`src/rtl/btn_conditioner.sv`:
```
// rtl/btn_conditioner.sv - synchronise, debounce and pulse-encode one push-button
module btn_conditioner #(
    parameter int DEBOUNCE_CYCLES = 16,
    parameter int LONG_CYCLES     = 200,
    parameter int CNT_W           = 16,
    parameter bit ACTIVE_LOW      = 1'b1
) (
    input  logic clk,
    input  logic rst,
    input  logic btn_in,
    output logic press,
    output logic rel_pulse,
    output logic level,
    output logic long_press
);

    // Pin value when the button is not pressed; also the synchroniser reset value.
    localparam logic PIN_IDLE = ACTIVE_LOW ? 1'b1 : 1'b0;

    localparam logic [CNT_W-1:0] DEB_LAST  = CNT_W'(DEBOUNCE_CYCLES - 1);
    localparam logic [CNT_W-1:0] LONG_LAST = CNT_W'(LONG_CYCLES - 1);
    localparam logic [CNT_W-1:0] CNT_MAX   = '1;
    localparam logic [CNT_W-1:0] CNT_ONE   = CNT_W'(1);
    localparam logic [CNT_W-1:0] CNT_ZERO  = '0;

    typedef enum logic [1:0] {
        IDLE,
        PRESS_CHK,
        DOWN,
        REL_CHK
    } state_t;

    logic             s1;
    logic             s2;
    logic             btn_s;
    state_t           state;
    logic [CNT_W-1:0] dcnt;
    logic [CNT_W-1:0] hcnt;

    // Two-flop synchroniser; only s2 is consumed by the rest of the block.
    always_ff @(posedge clk) begin
        if (rst) begin
            s1 <= PIN_IDLE;
            s2 <= PIN_IDLE;
        end else begin
            s1 <= btn_in;
            s2 <= s1;
        end
    end

    // Normalise polarity so that 1 always means pressed.
    assign btn_s = s2 ^ PIN_IDLE;

    // Debounce FSM with hold counter; every output is a registered pulse or level.
    always_ff @(posedge clk) begin
        if (rst) begin
            state      <= IDLE;
            dcnt       <= CNT_ZERO;
            hcnt       <= CNT_ZERO;
            press      <= 1'b0;
            rel_pulse  <= 1'b0;
            level      <= 1'b0;
            long_press <= 1'b0;
        end else begin
            press      <= 1'b0;
            rel_pulse  <= 1'b0;
            long_press <= 1'b0;

            // Hold time keeps running through release bounce so a glitch
            // back to DOWN neither restarts nor re-arms the long-press pulse.
            if (state == DOWN || state == REL_CHK) begin
                if (hcnt != CNT_MAX) begin
                    hcnt <= hcnt + CNT_ONE;
                end
                if (hcnt == LONG_LAST) begin
                    long_press <= 1'b1;
                end
            end

            case (state)
                IDLE: begin
                    level <= 1'b0;
                    dcnt  <= CNT_ZERO;
                    if (btn_s) begin
                        state <= PRESS_CHK;
                    end
                end

                PRESS_CHK: begin
                    if (!btn_s) begin
                        state <= IDLE;
                        dcnt  <= CNT_ZERO;
                    end else if (dcnt == DEB_LAST) begin
                        state <= DOWN;
                        level <= 1'b1;
                        press <= 1'b1;
                        hcnt  <= CNT_ZERO;
                        dcnt  <= CNT_ZERO;
                    end else begin
                        dcnt <= dcnt + CNT_ONE;
                    end
                end

                DOWN: begin
                    level <= 1'b1;
                    dcnt  <= CNT_ZERO;
                    if (!btn_s) begin
                        state <= REL_CHK;
                    end
                end

                REL_CHK: begin
                    if (btn_s) begin
                        state <= DOWN;
                        dcnt  <= CNT_ZERO;
                    end else if (dcnt == DEB_LAST) begin
                        state     <= IDLE;
                        level     <= 1'b0;
                        rel_pulse <= 1'b1;
                        dcnt      <= CNT_ZERO;
                    end else begin
                        dcnt <= dcnt + CNT_ONE;
                    end
                end

                default: begin
                    state <= IDLE;
                    dcnt  <= CNT_ZERO;
                end
            endcase
        end
    end

endmodule

```
`config.mk`:
```
export PLATFORM = sky130hd
export DESIGN_NAME = btn_conditioner
export DESIGN_NICKNAME = d
export VERILOG_FILES = /design/src/rtl/btn_conditioner.sv
export SDC_FILE = /design/constraint.sdc
export NUM_CORES = 1
export LEC_CHECK = 0
export ABC_AREA = 1
export CORE_MARGIN = 8
export CORE_UTILIZATION = 50
export CTS_BUF_LIST = sky130_fd_sc_hd__clkbuf_2
export DETAILED_ROUTE_END_ITERATION = 8
export PLACE_DENSITY = 0.75
export RECOVER_POWER = 25
export SLEW_MARGIN = 40
export SYNTH_ARGS = -nofsm -noshare
export SYNTH_HDL_FRONTEND = slang
export SYNTH_SLANG_ARGS = --single-unit
export TNS_END_PERCENT = 1
```
`constraint.sdc`:
```
create_clock -name clk -period 4 [get_ports clk]
set_input_delay 1.2 -clock clk [delete_from_list [all_inputs] [get_ports clk]]
set_output_delay 1.2 -clock clk [all_outputs]
set_load 0.02 [all_outputs]
```
==> flow_metrics.py, run 1 <==
metrics = {
    "outcome": {
        "outcome": "complete, no violations",
    },
    "routing": {
        "route.final.wire_length_um": 4610,
        "route.detailed.vias_per_inst": 5.17,
        "dr.pass1.iters": 4,
        "drt_iter0_drc": 132,
        "antenna_violating_nets_left": 0,
        "detail_route.drc_violations": 0,
        "vias": 2046,
        "avgRoutedWirePerCell_um": 11.6,
    },
    "sta": {
        "layout_worst_path_cycle_share_pct": 66.5,
        "rsz_0062_raised_after_global_routing": "false",
        "tightestPinTransition_ns": 1.21,
        "fin_skew_ns": 0.0286,
        "timing.fmax_ghz": 0.376,
        "report.final.slew_viol_count": 0,
        "timing.slew.headroom_pct": 18.7,
        "report.final.setup_viol": 0,
        "finalSetupTns_ns": 0,
        "final-hold-violation-count": 0,
        "fin_crit_ns": 2.66,
    },
    "global_route": {
        "gr-total-overflow": 0,
        "maximum_number_of_pins_on_one_net_before_global_route_repair": 16,
        "wire_length_of_the_first_global_routing_pass_um": 8180,
        "first_global_vias": 1922,
        "track_usage_pct": 13.5,
        "antenna_found_initial": 0,
    },
    "clocking": {
        "root_buffer": "clkbuf_2",
        "cts_setup_buffers": 0,
        "cts_tree": "done",
        "worst_skew_pair.late_latency_ns": 0.42,
        "tritoncts_num_sinks": 40,
        "holdBufCountCts": 0,
        "clk_transition_reported_paths_ns": 0.24,
        "cts_resized": 0,
        "htree_levels": 2,
        "clk_path_buf_depth": 2,
        "cts_inserted_buffers": 5,
    },
    "yosys": {
        "net_count_after_synthesis": 342,
        "synth-warning-count": 0,
        "synthesis.instances": 332,
        "ys_seq_area_share_pct": 34.6,
        "cell_area_after_technology_mapping_mm2": 0.00231,
        "post_synth.cell_area_avg_um2": 6.97,
        "synth.ff_latch_count": 40,
        "synth_cell_type_count": 35,
    },
    "worst_setup_path": {
        "timing_worst_setup_path_type": "primary input to flop",
        "cp-start-kind": "primary input",
        "worst-path-max-fanout": 15,
        "cp_data_arrival_time_ns": 2.98,
        "critPathRequiredTime_ns": 4.32,
        "setup.worst_path.end_class": "flop",
    },
    "power_and_ir_drop": {
        "peakVddDrop_mv": 0.137,
        "leakagePower_nw": 0.923,
        "p_per_area_mw_per_mm2": 284,
    },
    "floorplan": {
        "fp.coreArea_mm2": 0.00441,
        "io_pins": 7,
        "initial_core_util_pct": 52.4,
        "die_width_um": 84.0,
        "die_y_um": 84.0,
        "num_rows": 24,
        "floorplan.die_area_mm2": 0.00706,
    },
    "final_layout": {
        "final_cell_mix": "nand2_1, nor2_1, dfxtp_1",
        "post_route_cells_drive_above_1_share_pct": 12.2,
        "area_growth_pct": 7.95,
        "n_antenna_cell": 0,
        "final_nets": 353,
        "final_util_pct": 56.6,
        "fillCellCount": 425,
        "final_common_cell": "nand2_1",
    },
    "placement": {
        "numPortBuffers": 6,
        "gp_congestion": 0.851,
        "hpwl_um": 3450,
    },
    "hold_path": {
        "hold_path.class": "flop to flop",
    },
    "flow_run": {
        "maxCapViolations": 0,
    },
}
==> sequential cells by signal, summed over array words and instances (netlist names), named ones only <==
signal / cells
dcnt: 16
hcnt: 16
level: 1
long_press: 1
press: 1
rel_pulse: 1
s1: 1
s2: 1
state: 1
==> critical path, stage by stage <==
cell	delay, ns
dlygate4sd3_1	0.93
inv_1	0.16
nand2_1	0.13
o22ai_1	0.09
nand2_2	0.21
inv_2	0.10
o21ai_0	0.09
a21oi_1	0.05
==> cells in the mapped netlist, drive strengths merged <==
master	number	share of area [%]
a211oi	2	0.87
a21oi	21	5.2
buf	2	0.38
dfxtp	40	35
ha	7	3.8
inv	39	6.3
mux2i	2	0.87
nand2	81	15
nand3	28	6.7
nand3b	1	0.32
nand4	5	1.6
nor2	53	9.9
nor3	10	3.1
nor4	5	1.4
o21ai	19	4.3
o22ai	1	0.27
or2	3	0.81
xnor2	5	1.9
xor2	8	3.0
==> per-stage QoR <==
step / power (mW) / instance area [µm²] / cells / setup WS, ns / hold WS [ns]
finish: 0.709 / 2500 / 396 / 1.34 / 0.443
global placement: 0.458 / 2430 / 388 / 1.01 / 0.392
floorplan: 0.447 / 2310 / 332 / 2.07 / 0.389
detailed placement: 0.459 / 2430 / 388 / 0.957 / 0.395
CTS: 0.716 / 2500 / 396 / 1.35 / 0.446
global route: 0.736 / 2500 / 396 / 1.12 / 0.472
==> per-layer routing <==
metal | vias to the layer above | GRT usage [%] | share of wire [%]
met3 | 4 | 3.32 | 4.5
met1 | 903 | 17.0 | 50
met4 | 0 | 4.40 | 0.87
met5 | - | 0 | 0
met2 | 41 | 21.7 | 44
li1 | 1098 | - | -
==> final timing paths <==
check                           startpoint  endpoint  slack [ns]  cells after the start
worst max-delay path                   rst  dcnt[13]        1.34                      8
worst min-delay path                    s1        s2        0.44                      1
worst max register to register        flop   hcnt[0]        1.47                      7
worst min register to register          s1        s2        0.44                      1
==> power breakdown <==
group          leakage [nW]  internal [mW]  switching (mW)
clock network        0.0396          0.108           0.150
registers             0.323          0.404         0.00473
logic                 0.560         0.0154          0.0268
total                 0.923          0.528           0.181
==> final cells by class <==
type / count / area, µm² / share of cell area, %
Sequential cell: 40 / 801 / 32.1
Multi-Input combinational cell: 251 / 1350 / 54.2
Clock buffer: 5 / 25.0 / 1.00
Timing Repair Buffer: 6 / 60.1 / 2.40
Clock inverter: 3 / 46.3 / 1.85
Tap cell: 52 / 65.1 / 2.61
Inverter: 39 / 146 / 5.86
==> kinds of logic (layout without fill, tap and decap cells) <==
kind of cell             count (synthesis)  after routing  share of synthesized area, %
multiplexers                             2              2                         0.865
AO/OA/AOI/OAI                           43             43                          10.6
buffers and inverters                   41             53                          6.71
adder cells (fa/ha/maj)                  7              7                          3.79
flip-flops                              40             40                          34.6
AND/OR/NAND/NOR                        186            186                          38.5
XOR/XNOR                                13             13                          4.92
(Power assumes the default switching activity.)
==> run 2: changes to the inputs <==
- clock period: 4 -> 2.68 ns (I/O delays scaled with it)
==> flow_metrics.py, run 2 (synthesis results as in run 1) <==
metrics = {
    "clocking": {
        "cts_inserted_buffers": 5,
        "cts_tree": "done",
        "cts_setup_buffers": 0,
        "cts_resized": 0,
        "clk_transition_reported_paths_ns": 0.24,
        "root_buffer": "clkbuf_2",
        "clk_path_buf_depth": 2,
        "holdBufCountCts": 0,
        "htree_levels": 2,
        "worst_skew_pair.late_latency_ns": 0.41,
        "tritoncts_num_sinks": 40,
    },
    "worst_setup_path": {
        "critical-path-top-delay-family": "compound AO/OA/AOI/OAI gates",
        "cp_num_buf_inv": 3,
        "timing.critical_path.mode_cell": "inv_1",
        "cp_data_arrival_time_ns": 2.59,
        "critical_path.cell_chain": "inv_1 > ha_1 > inv_1 > nor2_1 > inv_1 > a21oi_1 > nand3_1 > a21oi_2",
        "worst-path-max-fanout": 10,
        "critical-path-slowest-cell": "a21oi_1",
        "timing_worst_setup_path_type": "flop to flop",
        "cp-start-kind": "flop",
        "setup.worst_path.end_class": "flop",
        "critPathRequiredTime_ns": 3.02,
        "timing.critical_path.slowest_cell_delay_ns": 0.51,
    },
    "sta": {
        "fin_skew_ns": 0.0292,
        "report.final.slew_viol_count": 0,
        "finalSetupTns_ns": 0,
        "timing.fmax_ghz": 0.445,
        "tightestPinTransition_ns": 0.577,
        "rsz_0062_raised_after_global_routing": "false",
        "fin_crit_ns": 2.25,
        "report.final.setup_viol": 0,
        "layout_worst_path_cycle_share_pct": 83.9,
        "timing.slew.headroom_pct": 61.5,
        "final-hold-violation-count": 0,
    },
    "routing": {
        "route.final.wire_length_um": 4660,
        "detail_route.drc_violations": 0,
        "avgRoutedWirePerCell_um": 11.7,
        "route.detailed.vias_per_inst": 5.30,
        "vias": 2113,
        "antenna_violating_nets_left": 0,
        "drt_iter0_drc": 180,
        "dr.pass1.iters": 4,
    },
    "floorplan": {
        "fp.coreArea_mm2": 0.00441,
        "io_pins": 7,
        "initial_core_util_pct": 52.4,
        "die_y_um": 84.0,
        "die_width_um": 84.0,
        "floorplan.die_area_mm2": 0.00706,
        "num_rows": 24,
    },
    "placement": {
        "hpwl_um": 3520,
        "gp_congestion": 0.861,
        "dp_cells": 391,
        "numPortBuffers": 6,
    },
    "final_layout": {
        "fin_cells": 399,
        "area_growth_pct": 8.82,
        "final_common_cell": "nand2_1",
        "largestRegisters": "dcnt: 16 flops, hcnt: 16 flops",
        "final_nets": 356,
        "area_used_by_multi_input_combinational_logic_mm2": 0.00136,
        "post_route_cells_drive_above_1_share_pct": 12.7,
        "n_antenna_cell": 0,
        "fillCellCount": 416,
        "final_cell_mix": "nand2_1, nor2_1, dfxtp_1",
        "seq_area_um2": 801,
    },
    "global_route": {
        "wire_length_of_the_first_global_routing_pass_um": 8220,
        "antenna_found_initial": 0,
        "track_usage_pct": 13.6,
        "gr-total-overflow": 0,
        "maximum_number_of_pins_on_one_net_before_global_route_repair": 16,
        "first_global_vias": 1904,
    },
    "hold_path": {
        "hold_path.class": "flop to flop",
    },
    "power_and_ir_drop": {
        "leakagePower_nw": 0.934,
        "p_per_area_mw_per_mm2": 419,
        "peakVddDrop_mv": 0.329,
    },
    "outcome": {
        "outcome": "complete, no violations",
    },
    "flow_run": {
        "maxCapViolations": 0,
    },
}
==> run 2: cell type report <==
class / count / share of cell area, %
multi-input cells: 251 / 53.8
inverters: 39 / 5.82
clock buffers: 5 / 0.994
flip-flops and latches: 40 / 31.8
repair buffers: 9 / 3.13
well taps: 52 / 2.58
clock inverters: 3 / 1.84
==> run 2: per-layer routing <==
layer	global-route usage, %	part of all wire, %	vias up
li1	-	-	1103
met1	17.2	50	967
met2	21.2	45	37
met3	3.52	4.0	6
met4	5.49	1.2	0
met5	0	0	-
==> run 2: worst reg2reg max path: cells and delay by family, from the launching register on <==
kind / cells / cell delay (ns)
buffers and inverters: 3 / 0.49
adder cells (fa/ha/maj): 1 / 0.27
AND/OR/NAND/NOR: 2 / 0.31
flip-flops: 1 / 0.44
AO/OA/AOI/OAI: 2 / 0.68
==> run 2: path summary, 6_finish.rpt <==
path | end | startpoint | slack (ns) | cells after the start
hold / removal | s2 | s1 | 0.44 | 1
setup / recovery | hcnt[14] | flop | 0.43 | 8
hold reg to reg | s2 | s1 | 0.44 | 1
setup reg to reg | hcnt[14] | flop | 0.43 | 8
==> run 2: power by group <==
group          internal [mW]  switching, mW
Clock                  0.161          0.218
Sequential             0.603        0.00682
Combinational         0.0248         0.0417
Total                  0.789          0.267
==> run 2: metrics by stage <==
stage	worst slack (ns)	power (mW)	cell area [µm²]	hold slack, ns	util (%)
2_1_floorplan	1.02	0.667	2310	0.389	-
5_1_grt	0.137	1.11	2520	0.467	57.0
3_5_place_dp	0.436	0.689	2450	0.398	55.6
6_report	0.432	1.06	2520	0.444	57.0
3_3_place_gp	0.496	0.687	2450	0.392	55.6
4_1_cts	0.436	1.07	2520	0.448	57.2
